`config.mk`:
```
export PLATFORM = sky130hd
export DESIGN_NAME = eth_ctl_seq
export DESIGN_NICKNAME = d
export VERILOG_FILES = /design/src/rtl/eth_ctl_seq.sv
export SDC_FILE = /design/constraint.sdc
export NUM_CORES = 1
export LEC_CHECK = 0
export ABC_AREA = 1
export ABC_CLOCK_PERIOD_IN_PS = 2100
export BUFFER_PORTS_ARGS = -buffer_cell sky130_fd_sc_hd__buf_2
export CORE_UTILIZATION = 50
export CTS_CLUSTER_DIAMETER = 120
export DETAILED_ROUTE_END_ITERATION = 10
export GPL_ROUTABILITY_DRIVEN = 0
export PLACE_DENSITY = 0.77
export SETUP_SLACK_MARGIN = 0.02
export SYNTH_ARGS = -nofsm -noshare
export SYNTH_HDL_FRONTEND = slang
export SYNTH_SLANG_ARGS = --single-unit
```
`constraint.sdc`:
```
create_clock -name mclk -period 2.1 [get_ports mclk]
set_input_delay 0.21 -clock mclk [delete_from_list [all_inputs] [get_ports mclk]]
set_output_delay 0.21 -clock mclk [all_outputs]
set_load 0.05 [all_outputs]
```
`src/rtl/eth_ctl_seq.sv`:
```
// eth_ctl_seq: sequencer for the ethernet100 MAC I/O register bus.
// Arbitrates PHY-enable writes, receive-buffer release, transmit start and
// status polling. Every access is followed by a one-cycle gap.
module eth_ctl_seq #(
    parameter int unsigned POLL_INT = 64,
    parameter int unsigned TX_HOLD  = 16,
    parameter int unsigned LEN_W    = 11
) (
    input  logic             mclk,
    input  logic             mrst,
    input  logic             phy_en,
    input  logic             tx_req,
    input  logic [LEN_W-1:0] tx_len,
    output logic             tx_ack,
    output logic             tx_busy,
    output logic             rx_rdy,
    output logic [LEN_W-1:0] rx_len,
    output logic             rx_err,
    input  logic             rx_done,
    output logic             iocs,
    output logic             iowr,
    output logic             iord,
    output logic [2:0]       ioaddr,
    output logic [15:0]      iodo,
    input  logic [15:0]      iodi
);

    localparam int unsigned PW = $clog2(POLL_INT + 1);
    localparam int unsigned HW = $clog2(TX_HOLD + 1);

    localparam logic [2:0] S_INIT = 3'd0;
    localparam logic [2:0] S_IDLE = 3'd1;
    localparam logic [2:0] S_WR   = 3'd2;
    localparam logic [2:0] S_RD   = 3'd3;
    localparam logic [2:0] S_CAP  = 3'd4;
    localparam logic [2:0] S_GAP  = 3'd5;

    logic [2:0]       r_state;
    logic             r_iocs, r_iowr, r_iord, r_tx_ack;
    logic [2:0]       r_ioaddr;
    logic [15:0]      r_iodo;
    logic             r_tx_busy, r_rx_rdy, r_rx_err;
    logic [LEN_W-1:0] r_rx_len;
    logic             r_phy_last, r_phy_pend, r_rel_pend;
    logic             r_rr;     // 1: poll has priority over tx start next time
    logic [PW-1:0]    r_poll_cnt;
    logic [HW-1:0]    r_hold;

    logic w_phy_pend, w_tx_pend, w_hold_done, w_poll_pend;
    logic w_sel_phy, w_sel_rel, w_sel_tx, w_sel_poll;

    // Job selection in IDLE: PHY write, release, then round-robin tx/poll.
    always_comb begin
        w_phy_pend  = r_phy_pend || (phy_en != r_phy_last);
        w_tx_pend   = tx_req && !r_tx_busy;
        w_hold_done = (r_hold == '0);
        // Polling is forced once the hold window has passed on a busy transmitter.
        w_poll_pend = (r_poll_cnt == '0) || (r_tx_busy && w_hold_done);
        w_sel_phy   = w_phy_pend;
        w_sel_rel   = !w_phy_pend && r_rel_pend;
        w_sel_tx    = !w_phy_pend && !r_rel_pend && w_tx_pend && (!w_poll_pend || !r_rr);
        w_sel_poll  = !w_phy_pend && !r_rel_pend && w_poll_pend && (!w_tx_pend || r_rr);
    end

    // Sequencer state, bus strobes, timers and status flags.
    always_ff @(posedge mclk) begin
        if (mrst) begin
            r_state    <= S_INIT;
            r_iocs     <= 1'b0;
            r_iowr     <= 1'b0;
            r_iord     <= 1'b0;
            r_tx_ack   <= 1'b0;
            r_ioaddr   <= 3'd0;
            r_iodo     <= 16'd0;
            r_tx_busy  <= 1'b0;
            r_rx_rdy   <= 1'b0;
            r_rx_err   <= 1'b0;
            r_rx_len   <= '0;
            r_phy_last <= 1'b0;
            r_phy_pend <= 1'b0;
            r_rel_pend <= 1'b0;
            r_rr       <= 1'b0;
            r_poll_cnt <= PW'(POLL_INT);
            r_hold     <= '0;
        end else begin
            r_iocs   <= 1'b0;
            r_iowr   <= 1'b0;
            r_iord   <= 1'b0;
            r_tx_ack <= 1'b0;
            if (r_poll_cnt != '0) r_poll_cnt <= r_poll_cnt - 1'b1;
            if (r_hold != '0)     r_hold     <= r_hold - 1'b1;
            // Consumer finished with the frame: drop rx_rdy, owe the MAC a release.
            if (rx_done && r_rx_rdy) begin
                r_rx_rdy   <= 1'b0;
                r_rel_pend <= 1'b1;
            end
            case (r_state)
                S_INIT: begin
                    r_phy_pend <= 1'b1;
                    r_state    <= S_IDLE;
                end
                S_IDLE: begin
                    if (w_sel_phy) begin
                        r_state    <= S_WR;
                        r_iocs     <= 1'b1;
                        r_iowr     <= 1'b1;
                        r_ioaddr   <= 3'd3;
                        r_iodo     <= {15'd0, phy_en};
                        r_phy_last <= phy_en;
                        r_phy_pend <= 1'b0;
                    end else if (w_sel_rel) begin
                        r_state    <= S_WR;
                        r_iocs     <= 1'b1;
                        r_iowr     <= 1'b1;
                        r_ioaddr   <= 3'd0;
                        r_iodo     <= 16'd0;
                        r_rel_pend <= 1'b0;
                    end else if (w_sel_tx) begin
                        r_state   <= S_WR;
                        r_iocs    <= 1'b1;
                        r_iowr    <= 1'b1;
                        r_ioaddr  <= 3'd1;
                        r_iodo    <= 16'(tx_len);
                        r_tx_ack  <= 1'b1;
                        r_tx_busy <= 1'b1;
                        r_hold    <= HW'(TX_HOLD);
                        r_rr      <= 1'b1;
                    end else if (w_sel_poll) begin
                        r_state  <= S_RD;
                        r_iocs   <= 1'b1;
                        r_iord   <= 1'b1;
                        r_ioaddr <= 3'd0;
                        r_iodo   <= 16'd0;
                        r_rr     <= 1'b0;
                    end
                end
                S_WR: r_state <= S_GAP;
                S_RD: r_state <= S_CAP;
                S_CAP: begin
                    // A frame still awaiting its release write must not be recaptured.
                    if (!r_rx_rdy && !r_rel_pend && iodi[15]) begin
                        r_rx_rdy <= 1'b1;
                        r_rx_err <= iodi[14];
                        r_rx_len <= iodi[LEN_W-1:0];
                    end
                    if (!iodi[13] && w_hold_done) r_tx_busy <= 1'b0;
                    r_poll_cnt <= PW'(POLL_INT);
                    r_state    <= S_GAP;
                end
                S_GAP:   r_state <= S_IDLE;
                default: r_state <= S_INIT;
            endcase
        end
    end

    assign iocs    = r_iocs;
    assign iowr    = r_iowr;
    assign iord    = r_iord;
    assign ioaddr  = r_ioaddr;
    assign iodo    = r_iodo;
    assign tx_ack  = r_tx_ack;
    assign tx_busy = r_tx_busy;
    assign rx_rdy  = r_rx_rdy;
    assign rx_len  = r_rx_len;
    assign rx_err  = r_rx_err;

endmodule
```
==> results of run 1 <==
## synth_stat cells (4+ instances only)
cell type / number
nor3_1: 5
nand4_1: 16
dfxtp_1: 50
a21oi_2: 6
inv_1: 30
nor2_2: 5
clkbuf_1: 4
o21ai_0: 16
buf_4: 7
a21oi_1: 14
nand2_2: 7
nand3_1: 6
nand2_1: 33
xor2_1: 5
nor2_1: 40
## through the flow
step | utilization | worst slack, ns
2_1_floorplan | - | 0.627
3_3_place_gp | 0.604 | 0.454
3_5_place_dp | 0.604 | 0.398
4_1_cts | 0.627 | 0.371
5_1_grt | 0.627 | 0.183
6_report | 0.627 | 0.368
## flip-flops by register name, indices dropped and copies added (netlist names)
name,cells
iowr,1
ioaddr,2
iocs,1
tx_busy,1
rx_rdy,1
r_hold,5
r_phy_last,1
iord,1
r_rr,1
rx_len,11
tx_ack,1
iodo,11
r_state,3
r_rel_pend,1
r_poll_cnt,7
rx_err,1
r_phy_pend,1
## cells in the final DEF, fill, tap and decap left out, types with 5 or more instances in the layout
master / Yosys / final
o21ai_0: 16 / 16
inv_1: 30 / 30
dfxtp_1: 50 / 50
nor2_2: 5 / 5
nand2_1: 33 / 33
nand4_1: 16 / 16
a21oi_2: 6 / 6
a21oi_1: 14 / 14
conb_1: 1 / 6
clkbuf_8: 0 / 6
buf_2: 2 / 60
nand2_2: 7 / 7
xor2_1: 5 / 5
nand3_1: 6 / 6
nor2_1: 40 / 40
buf_4: 7 / 5
nor3_1: 5 / 5
## routing by layer
layer,global-route usage,vias to the layer above
met5,0,-
met4,0.0665,0
met1,0.275,811
met3,0.0574,7
li1,-,979
met2,0.325,57
## how the worst max path moves through the flow
stage                              from      end  slack (ns)
after global placement    r_poll_cnt[0]  iodo[0]        0.45
after detailed placement  r_poll_cnt[0]  iodo[0]        0.40
after global routing      r_poll_cnt[0]  iodo[0]        0.18
final                     r_poll_cnt[0]  iodo[0]        0.37
after CTS                 r_poll_cnt[0]  iodo[0]        0.37
after floorplan                 tx_busy  iodo[0]        0.63
## worst max-delay path: cells and delay by family (launching register included)
family                     cells  cell delay [ns]
and+or+nand+nor                8             0.78
buffers and inverters          3             0.35
DFF                            1             0.32
adders and majority gates      1             0.19
## cell type report
cell class,count,area [µm²],share of cell area
Clock buffer,6,82.6,0.0322
Clock inverter,2,12.5,0.00488
Inverter,31,116,0.0454
Multi-Input combinational cell,177,950,0.371
Sequential cell,50,1000,0.391
Tap cell,50,62.6,0.0244
Timing Repair Buffer,65,338,0.132
## logic make-up after synthesis
family | count (synthesis) | synth area share
other cells | 1 | 0.00173
buf+inv | 47 | 0.106
compound gates | 42 | 0.113
fa+ha+maj | 3 | 0.0174
simple gates | 119 | 0.270
xor+xnor | 7 | 0.0284
flops | 50 | 0.463
## report_power, final
part           total [mW]  switching, mW  internal [mW]
clock network       0.578          0.313          0.265
logic               0.817          0.530          0.287
registers            1.18         0.0944           1.08
total                2.57          0.938           1.63
==> run_results.csv, run 1 <==
group,metric,value,unit
timing,setup-tns-final,0,ns
placed_design,dp_cells,373,
drt,firstDrtPassIters,4,
timing,clock.fmax,577,MHz
timing,finClkSkew,0.00570,ns
drt,route.top_layer_used,"met4",
worst_hold_path,worstHoldEndpoint,"rx_len[7]",
cells_and_area,fin_nets,365,
cells_and_area,layoutNonFillerInstCount,381,
run_status,status,"complete, no violations",
drt,wl_met1,2070,µm
timing,worst-slew-pin-transition,0.567,ns
floorplan,die_w,67.8,µm
drt,wl_met3,268,µm
power_and_ir_drop,finalPower,2.57,mW
yosys,yosysTopAreaCellShare,0.463,
drt,via_per_inst,4.87,
power_and_ir_drop,powerDensity,1000,nW/µm²
global_routing,grt_pass1_vias,1634,
cells_and_area,stdcell_area,2560,µm²
worst_hold_path,hold_depth,3,
yosys,async_flop_share,0,
global_routing,grt.total_usage,0.208,
yosys,avgSynthCellArea,8.04,µm²
timing,min_period_over_period,0.825,
timing,layout_min_cycle_time,1.73,ns
job,drv_cap,0,
drt,wl_per_cell,11.2,µm
worst_hold_path,worstHoldStart,"iodi[7]",
critical_path,ff2ff_path_depth,12,
critical_path,rr_startpoint,"r_poll_cnt[0]",
power_and_ir_drop,leakage,1.24,nW
timing,slew_headroom,0.622,
cells_and_area,drive_gt1_frac,0.296,
critical_path,crit_chain,"inv_1 > ha_1 > inv_1 > nor2_1 > nand3_2 > nand2_1 > nand2_1 > buf_4 > nand3_1 > nand2_1 > nor2_1 > nor2_1",
global_routing,grt_pass1_wl,7200,µm
drt,drc,0,
clock_tree,cts_tree,"built",
yosys,synthTopCellsByArea,"dfxtp_1 (46%), nor2_1 (6.9%), nand2_1 (5.7%), inv_1 (5.2%), nand4_1 (4.6%)",
drt,ant_nets,0,
global_routing,grt_max_degree,24,
critical_path,required,2.30,ns
yosys,synth_edf_count,0,
critical_path,slowest_delay,0.32,ns
critical_path,worstPathArrival,1.93,ns
drt,wl,4260,µm
clock_tree,clk_pin_slew_worst_paths,0.09,ns
timing,setup_violations,0,
timing,hold_viol,0,
clock_tree,clock_sinks,50,
clock_tree,cts_buffer_depth,2,
yosys,synth_cell_types,33,
floorplan,core_area,4090,µm²
yosys,synth_top_area_cell,"dfxtp_1",
critical_path,rrSetupSlack,0.37,ns
clock_tree,ctsHoldBuffers,0,
yosys,syn_area,2160,µm²
yosys,ys_warn_count,0,
drt,met2_length,1870,µm
drt,via_count,1854,
cells_and_area,fillers,357,
placed_design,dpl_cell_area,2470,µm²
critical_path,cp_max_fo,11,
yosys,ys_seq_elements,50,
timing,whs,0.155,ns
cells_and_area,antenna-diode-count,0,
floorplan,rows,23,
clock_tree,clock_latency,0.30,ns
clock_tree,root_buffer,"clkbuf_8",
yosys,synth_flop_cell,"dfxtp_1",
floorplan,fp.dieArea,4590,µm²
global_routing,antenna_found_initial,0,
placed_design,hpwl,3040,µm
floorplan,start_util,0.529,
drt,drt_iter0_drc,89,
critical_path,worstSetupPathType,"reg -> reg",
global_routing,grt-ovfl-total,0,
clock_tree,cts_buffers,5,
timing,rsz0062_at_grt,"false",
yosys,ys_seq_area_frac,0.463,
placed_design,io_buffers,60,
timing,slew_violations,0,
critical_path,rr_endpoint,"iodo[0]",
clock_tree,cts_setup_buffers,0,
critical_path,cp-end-kind,"flip-flop",
yosys,postSynthCellCount,269,
power_and_ir_drop,ir_drop,0.000508,V
critical_path,critPathSlowestCell,"dfxtp_1",
clock_tree,cts_resized,0,
floorplan,fp.dieH,67.8,µm
cells_and_area,areaGrowthSynthToFinish,18.5,%
clock_tree,htreeDepth,2,
worst_hold_path,hold_class,"in -> reg",
critical_path,startpoint_type,"flip-flop",
floorplan,io_pins,69,
Note: power is estimated with default switching activity, not from simulation.
==> run 2, diff against run 1 <==
==> config.mk (replaced) <==
export PLATFORM = sky130hd
export DESIGN_NAME = eth_ctl_seq
export DESIGN_NICKNAME = d
export VERILOG_FILES = /design/src/rtl/eth_ctl_seq.sv
export SDC_FILE = /design/constraint.sdc
export NUM_CORES = 1
export LEC_CHECK = 0
export ABC_AREA = 0
export ABC_CLOCK_PERIOD_IN_PS = 1600
export BUFFER_PORTS_ARGS = -buffer_cell sky130_fd_sc_hd__buf_2
export CORE_UTILIZATION = 49
export CTS_CLUSTER_DIAMETER = 120
export DETAILED_ROUTE_END_ITERATION = 10
export GPL_ROUTABILITY_DRIVEN = 0
export PLACE_DENSITY = 0.76
export SETUP_SLACK_MARGIN = 0.02
export SYNTH_ARGS = -nofsm -noshare
export SYNTH_HDL_FRONTEND = slang
export SYNTH_SLANG_ARGS = --single-unit
==> constraint.sdc (replaced) <==
create_clock -name mclk -period 1.6 [get_ports mclk]
set_input_delay 0.16 -clock mclk [delete_from_list [all_inputs] [get_ports mclk]]
set_output_delay 0.16 -clock mclk [all_outputs]
set_load 0.05 [all_outputs]
==> run_results.csv, run 2 <==
group,metric,value,unit
timing,timing.final.ws_setup,-0.0504,ns
global_routing,grt_pass1_vias,1654,
critical_path,rr_startpoint,"r_poll_cnt[5]",
worst_hold_path,hold_class,"in -> reg",
yosys,synthTopCellsByCount,"dfxtp_1 (50), nor2_1 (27), nand2_1 (13)",
timing,hold_viol,0,
yosys,postSynthCellCount,207,
placed_design,hpwl,3150,µm
drt,wl_per_cell,14.5,µm
yosys,async_flop_share,0,
yosys,yosysTopAreaCellShare,0.484,
critical_path,worstSetupPathType,"reg -> reg",
run_status,failed_checks,"negative setup slack",
yosys,syn_area,2070,µm²
power_and_ir_drop,leakage,1.44,nW
global_routing,antenna_found_initial,0,
drt,drc,0,
placed_design,io_buffers,60,
timing,rsz0062_at_grt,"true",
clock_tree,htreeDepth,2,
drt,firstDrtPassIters,4,
cells_and_area,fin_nets,329,
drt,wl,5010,µm
clock_tree,cts_tree,"built",
clock_tree,clock_latency,0.30,ns
drt,via_per_inst,5.30,
worst_hold_path,worstHoldEndpoint,"iodo[10]",
global_routing,grt_max_degree,18,
floorplan,fp.dieArea,4480,µm²
floorplan,fp.dieH,67.0,µm
clock_tree,clock_sinks,50,
yosys,avgSynthCellArea,9.99,µm²
floorplan,die_w,67.0,µm
floorplan,start_util,0.513,
yosys,synth_edf_count,0,
critical_path,rrSetupSlack,-0.05,ns
critical_path,rr_endpoint,"iodo[5]",
worst_hold_path,hold_depth,2,
drt,via_count,1829,
critical_path,cp-end-kind,"flip-flop",
critical_path,cp_max_fo,7,
timing,clock.fmax,606,MHz
floorplan,core_area,4030,µm²
global_routing,grt.total_usage,0.221,
worst_hold_path,worstHoldStart,"tx_len[10]",
drt,drt_iter0_drc,66,
power_and_ir_drop,powerDensity,1660,nW/µm²
yosys,ys_seq_elements,50,
yosys,ys_seq_area_frac,0.484,
yosys,synth_flop_cell,"dfxtp_1",
yosys,synth_cell_types,40,
yosys,synth_top_area_cell,"dfxtp_1",
yosys,ys_warn_count,0,
power_and_ir_drop,finalPower,4.79,mW
clock_tree,clk_pin_slew_worst_paths,0.09,ns
timing,slew_violations,0,
critical_path,startpoint_type,"flip-flop",
critical_path,worstPathArrival,1.85,ns
cells_and_area,areaGrowthSynthToFinish,40.1,%
clock_tree,root_buffer,"clkbuf_8",
clock_tree,ctsHoldBuffers,0,
cells_and_area,layout_common_cells,"buf_2 (60), dfxtp_1 (44), nor2_1 (27)",
timing,finClkSkew,0.00492,ns
cells_and_area,fillers,312,
floorplan,rows,23,
job,drv_cap,0,
global_routing,grt_pass1_wl,7280,µm
clock_tree,cts_buffers,5,
placed_design,dpl_cell_area,2550,µm²
critical_path,ff2ff_path_depth,5,
timing,layout_min_cycle_time,1.65,ns
critical_path,required,1.80,ns
drt,ant_nets,0,
run_status,status,"finished, violations left",
timing,min_period_over_period,1.03,
floorplan,io_pins,69,
timing,setup_violations,13,
cells_and_area,stdcell_area,2900,µm²
clock_tree,cts_buffer_depth,2,
global_routing,grt-ovfl-total,0,
cells_and_area,final_common_cell,"buf_2",
yosys,synthTopCellsByArea,"dfxtp_1 (48%), mux2i_1 (5.8%), a32o_2 (5.4%), nor2_1 (4.9%), a21oi_1 (2.7%)",
yosys,synth_most_common_cell,"dfxtp_1",
power_and_ir_drop,ir_drop,0.000880,V
cells_and_area,antenna-diode-count,0,
cells_and_area,drive_gt1_frac,0.475,
[run 2: cell types whose count changed in the layout (fill, tap and decap cells not counted), sizes merged, moves of 9 or more]
cell   change
nand2     -29
buf       +24
inv       -22
nor2      -18
nand4     -17
o21ai     -16
mux2i     +12
a32o      +10
a21oi      -9
[run 2: worst max-delay path by stage]
stage | cells past startpoint | slack (ns) | endpoint | startpoint
after detailed placement | 7 | -0.04 | iodo[9] | r_poll_cnt[0]
after global routing | 7 | -0.11 | iodo[0] | r_hold[1]
after global placement | 6 | -0.01 | r_hold[0] | r_poll_cnt[0]
after floorplan | 7 | -0.10 | iodo[3] | r_hold[1]
final | 5 | -0.05 | iodo[5] | r_poll_cnt[5]
after CTS | 5 | -0.07 | iodo[5] | r_poll_cnt[5]
[run 2: where the power goes]
| group | switching, mW | leakage [nW] | internal (mW) |
|---|---|---|---|
| logic | 1.19 | 0.976 | 1.06 |
| registers | 0.188 | 0.410 | 1.47 |
| clock network | 0.416 | 0.0514 | 0.467 |
| total | 1.79 | 1.44 | 3.00 |
[run 2: worst max-delay path: stages, from the launching register on]
cell and delay (ns):
dfxtp_4 0.36, nor4_4 0.43, a221oi_4 0.14, a21o_4 0.25
buf_12 0.14, a32o_2 0.23
[run 2: repair_timing]
| action | in CTS | in global routing |
|---|---|---|
| hold endpoints to repair | 0 | 0 |
| setup endpoints to repair | 18 | 19 |
| resized for setup | 13 | 25 |
| buffers inserted | 4 | 2 |
| pin swaps | 20 | 7 |
| gates cloned | 1 | 1 |
[run 2: stage by stage]
stage	hold WS [ns]	instances	worst slack, ns	setup TNS (ns)	util
after floorplan	0.287	212	-0.101	-0.932	-
after global placement	0.371	329	-0.0137	-0.141	0.634
after detailed placement	0.378	329	-0.0429	-0.421	0.634
after CTS	0.0576	342	-0.0658	-0.607	0.684
after global routing	0.0446	345	-0.105	-1.16	0.719
final	0.0593	345	-0.0504	-0.438	0.719
[run 2: layout make-up]
| class | instances | area, µm² | area share |
|---|---|---|---|
| Tap cell | 50 | 62.6 | 0.0216 |
| Timing Repair Buffer | 89 | 569 | 0.197 |
| Clock buffer | 6 | 72.6 | 0.0251 |
| Clock inverter | 2 | 37.5 | 0.0130 |
| Multi-Input combinational cell | 139 | 1110 | 0.383 |
| Inverter | 9 | 33.8 | 0.0117 |
| Sequential cell | 50 | 1010 | 0.349 |
[run 2: cells by family (layout without fill, tap and decap cells)]
family | Yosys count | in the layout | share of synthesized area
muxes | 12 | 12 | 0.0581
other | 1 | 6 | 0.00181
DFF | 50 | 50 | 0.484
buffers and inverters | 23 | 106 | 0.0575
xor gates and xnor gates | 9 | 9 | 0.0381
adders and majority gates | 3 | 3 | 0.0182
and+or+nand+nor | 66 | 66 | 0.170
AOI/OAI and AO/OA | 43 | 43 | 0.172
[run 2: routing by layer]
metal	wire length, µm	global-route usage
met1	2120	0.254
met2	2560	0.372
met3	248	0.0771
met4	78	0.0824
met5	0	0
==> run 3, diff against run 2 <==
--- a/config.mk
+++ b/config.mk
@@ -6,13 +6,13 @@
 export NUM_CORES = 1
 export LEC_CHECK = 0
 export ABC_AREA = 0
-export ABC_CLOCK_PERIOD_IN_PS = 1600
+export ABC_CLOCK_PERIOD_IN_PS = 2000
 export BUFFER_PORTS_ARGS = -buffer_cell sky130_fd_sc_hd__buf_2
-export CORE_UTILIZATION = 49
+export CORE_UTILIZATION = 53
 export CTS_CLUSTER_DIAMETER = 120
 export DETAILED_ROUTE_END_ITERATION = 10
 export GPL_ROUTABILITY_DRIVEN = 0
-export PLACE_DENSITY = 0.76
+export PLACE_DENSITY = 0.81
 export SETUP_SLACK_MARGIN = 0.02
 export SYNTH_ARGS = -nofsm -noshare
 export SYNTH_HDL_FRONTEND = slang
==> constraint.sdc (replaced) <==
create_clock -name mclk -period 2 [get_ports mclk]
set_input_delay 0.2 -clock mclk [delete_from_list [all_inputs] [get_ports mclk]]
set_output_delay 0.2 -clock mclk [all_outputs]
set_load 0.05 [all_outputs]
==> run_results.csv, run 3 (synthesis gave the netlist of run 2 again) <==
group,metric,value,unit
run_status,status,"complete, no violations",
floorplan,fp.dieH,64.5,µm
cells_and_area,layoutNonFillerInstCount,324,
clock_tree,root_buffer,"clkbuf_8",
placed_design,pre_cts_ws,0.239,ns
critical_path,critPathSlowestCell,"nor2b_1",
clock_tree,cts_setup_buffers,0,
critical_path,worstPathArrival,2.00,ns
power_and_ir_drop,leakage,1.29,nW
drt,via_per_inst,5.30,
global_routing,grt_pass1_vias,1647,
worst_hold_path,hold_depth,2,
clock_tree,cts_resized,0,
timing,setup_violations,0,
cells_and_area,regArea,1000,µm²
global_routing,grt.total_usage,0.214,
placed_design,io_buffers,60,
timing,slew_violations,0,
timing,finClkSkew,0.00836,ns
global_routing,antenna_found_initial,0,
critical_path,worstSetupPathType,"reg -> reg",
timing,min_period_over_period,0.906,
drt,wl,4220,µm
floorplan,core_area,3690,µm²
placed_design,hpwl,3050,µm
critical_path,ff2ff_path_depth,7,
critical_path,required,2.19,ns
global_routing,grt-ovfl-total,0,
critical_path,cp_max_fo,13,
clock_tree,clock_sinks,50,
placed_design,dp_cells,316,
timing,hold_viol,0,
cells_and_area,areaGrowthSynthToFinish,22.9,%
timing,rsz0062_at_grt,"false",
clock_tree,cts_buffers,5,
power_and_ir_drop,powerDensity,1240,nW/µm²
timing,layout_min_cycle_time,1.81,ns
cells_and_area,antenna-diode-count,0,
clock_tree,cts_tree,"built",
critical_path,cp-end-kind,"flip-flop",
clock_tree,clk_pin_slew_worst_paths,0.09,ns
floorplan,io_pins,69,
cells_and_area,layout_common_cells,"buf_2 (60), dfxtp_1 (50), nor2_1 (27)",
floorplan,die_w,64.5,µm
global_routing,grt_pass1_wl,7020,µm
critical_path,slowest_delay,0.35,ns
critical_path,crit_chain,"inv_1 > ha_1 > nor2b_1 > a221oi_2 > a21o_1 > buf_12 > a32o_2",
timing,timing.final.ws_setup,0.189,ns
cells_and_area,fin_nets,310,
drt,ant_nets,0,
cells_and_area,drive_gt1_frac,0.344,
clock_tree,htreeDepth,2,
cells_and_area,fillers,324,
clock_tree,clock_latency,0.29,ns
floorplan,start_util,0.560,
worst_hold_path,hold_class,"in -> reg",
floorplan,fp.dieArea,4150,µm²
timing,clock.fmax,552,MHz
drt,wl_per_cell,13.0,µm
clock_tree,ctsHoldBuffers,0,
clock_tree,cts_buffer_depth,2,
cells_and_area,multiInputGateArea,966,µm²
drt,drc,0,
power_and_ir_drop,ir_drop,0.000695,V
critical_path,startpoint_type,"flip-flop",
drt,firstDrtPassIters,4,
job,drv_cap,0,
drt,drt_iter0_drc,59,
cells_and_area,final_common_cell,"buf_2",
drt,via_count,1718,
global_routing,grt_max_degree,29,
floorplan,rows,22,
timing,setup-tns-final,0,ns
## run 3: worst max-delay path: cells and delay by family, from the launching register on
kind                     cells  cell delay [ns]
buffers and inverters        2             0.23
AO/OA/AOI/OAI                3             0.64
AND/OR/NAND/NOR              1             0.35
flip-flops                   1             0.33
adder cells (fa/ha/maj)      1             0.15
## run 3: metal layers
metal	GRT usage	wire length, µm
met1	0.257	1860
met2	0.380	2150
met3	0.0440	171
met4	0.0694	37
met5	0	0
## run 3: path summary, 6_finish.rpt
path / end / startpoint / slack, ns
worst max-delay path: iodo[1] / r_poll_cnt[0] / 0.19
worst min-delay path: iodo[9] / tx_len[9] / 0.11
worst max register to register: iodo[1] / r_poll_cnt[0] / 0.19
worst min register to register: ioaddr[0] / ioaddr[0] / 0.47
## run 3: cell type report
cell class,instances,area share
Sequential cell,50,0.394
Multi-Input combinational cell,139,0.380
Timing Repair Buffer,70,0.153
Clock buffer,7,0.0340
Tap cell,48,0.0236
Inverter,9,0.0133
Clock inverter,1,0.00197
## run 3: metrics by stage
step | util | hold slack [ns] | power (mW) | area [µm²]
global route | 0.689 | 0.104 | 3.36 | 2540
CTS | 0.689 | 0.113 | 3.18 | 2540
finish | 0.689 | 0.112 | 3.16 | 2540
detailed placement | 0.664 | 0.419 | 2.58 | 2450
global placement | 0.664 | 0.412 | 2.55 | 2450
floorplan | - | 0.327 | 2.26 | 2090
## run 3: where the power goes
part | total, mW | switching, mW | internal [mW]
Sequential | 1.34 | 0.170 | 1.17
Clock | 0.590 | 0.311 | 0.280
Combinational | 1.23 | 0.707 | 0.523
Total | 3.16 | 1.19 | 1.97
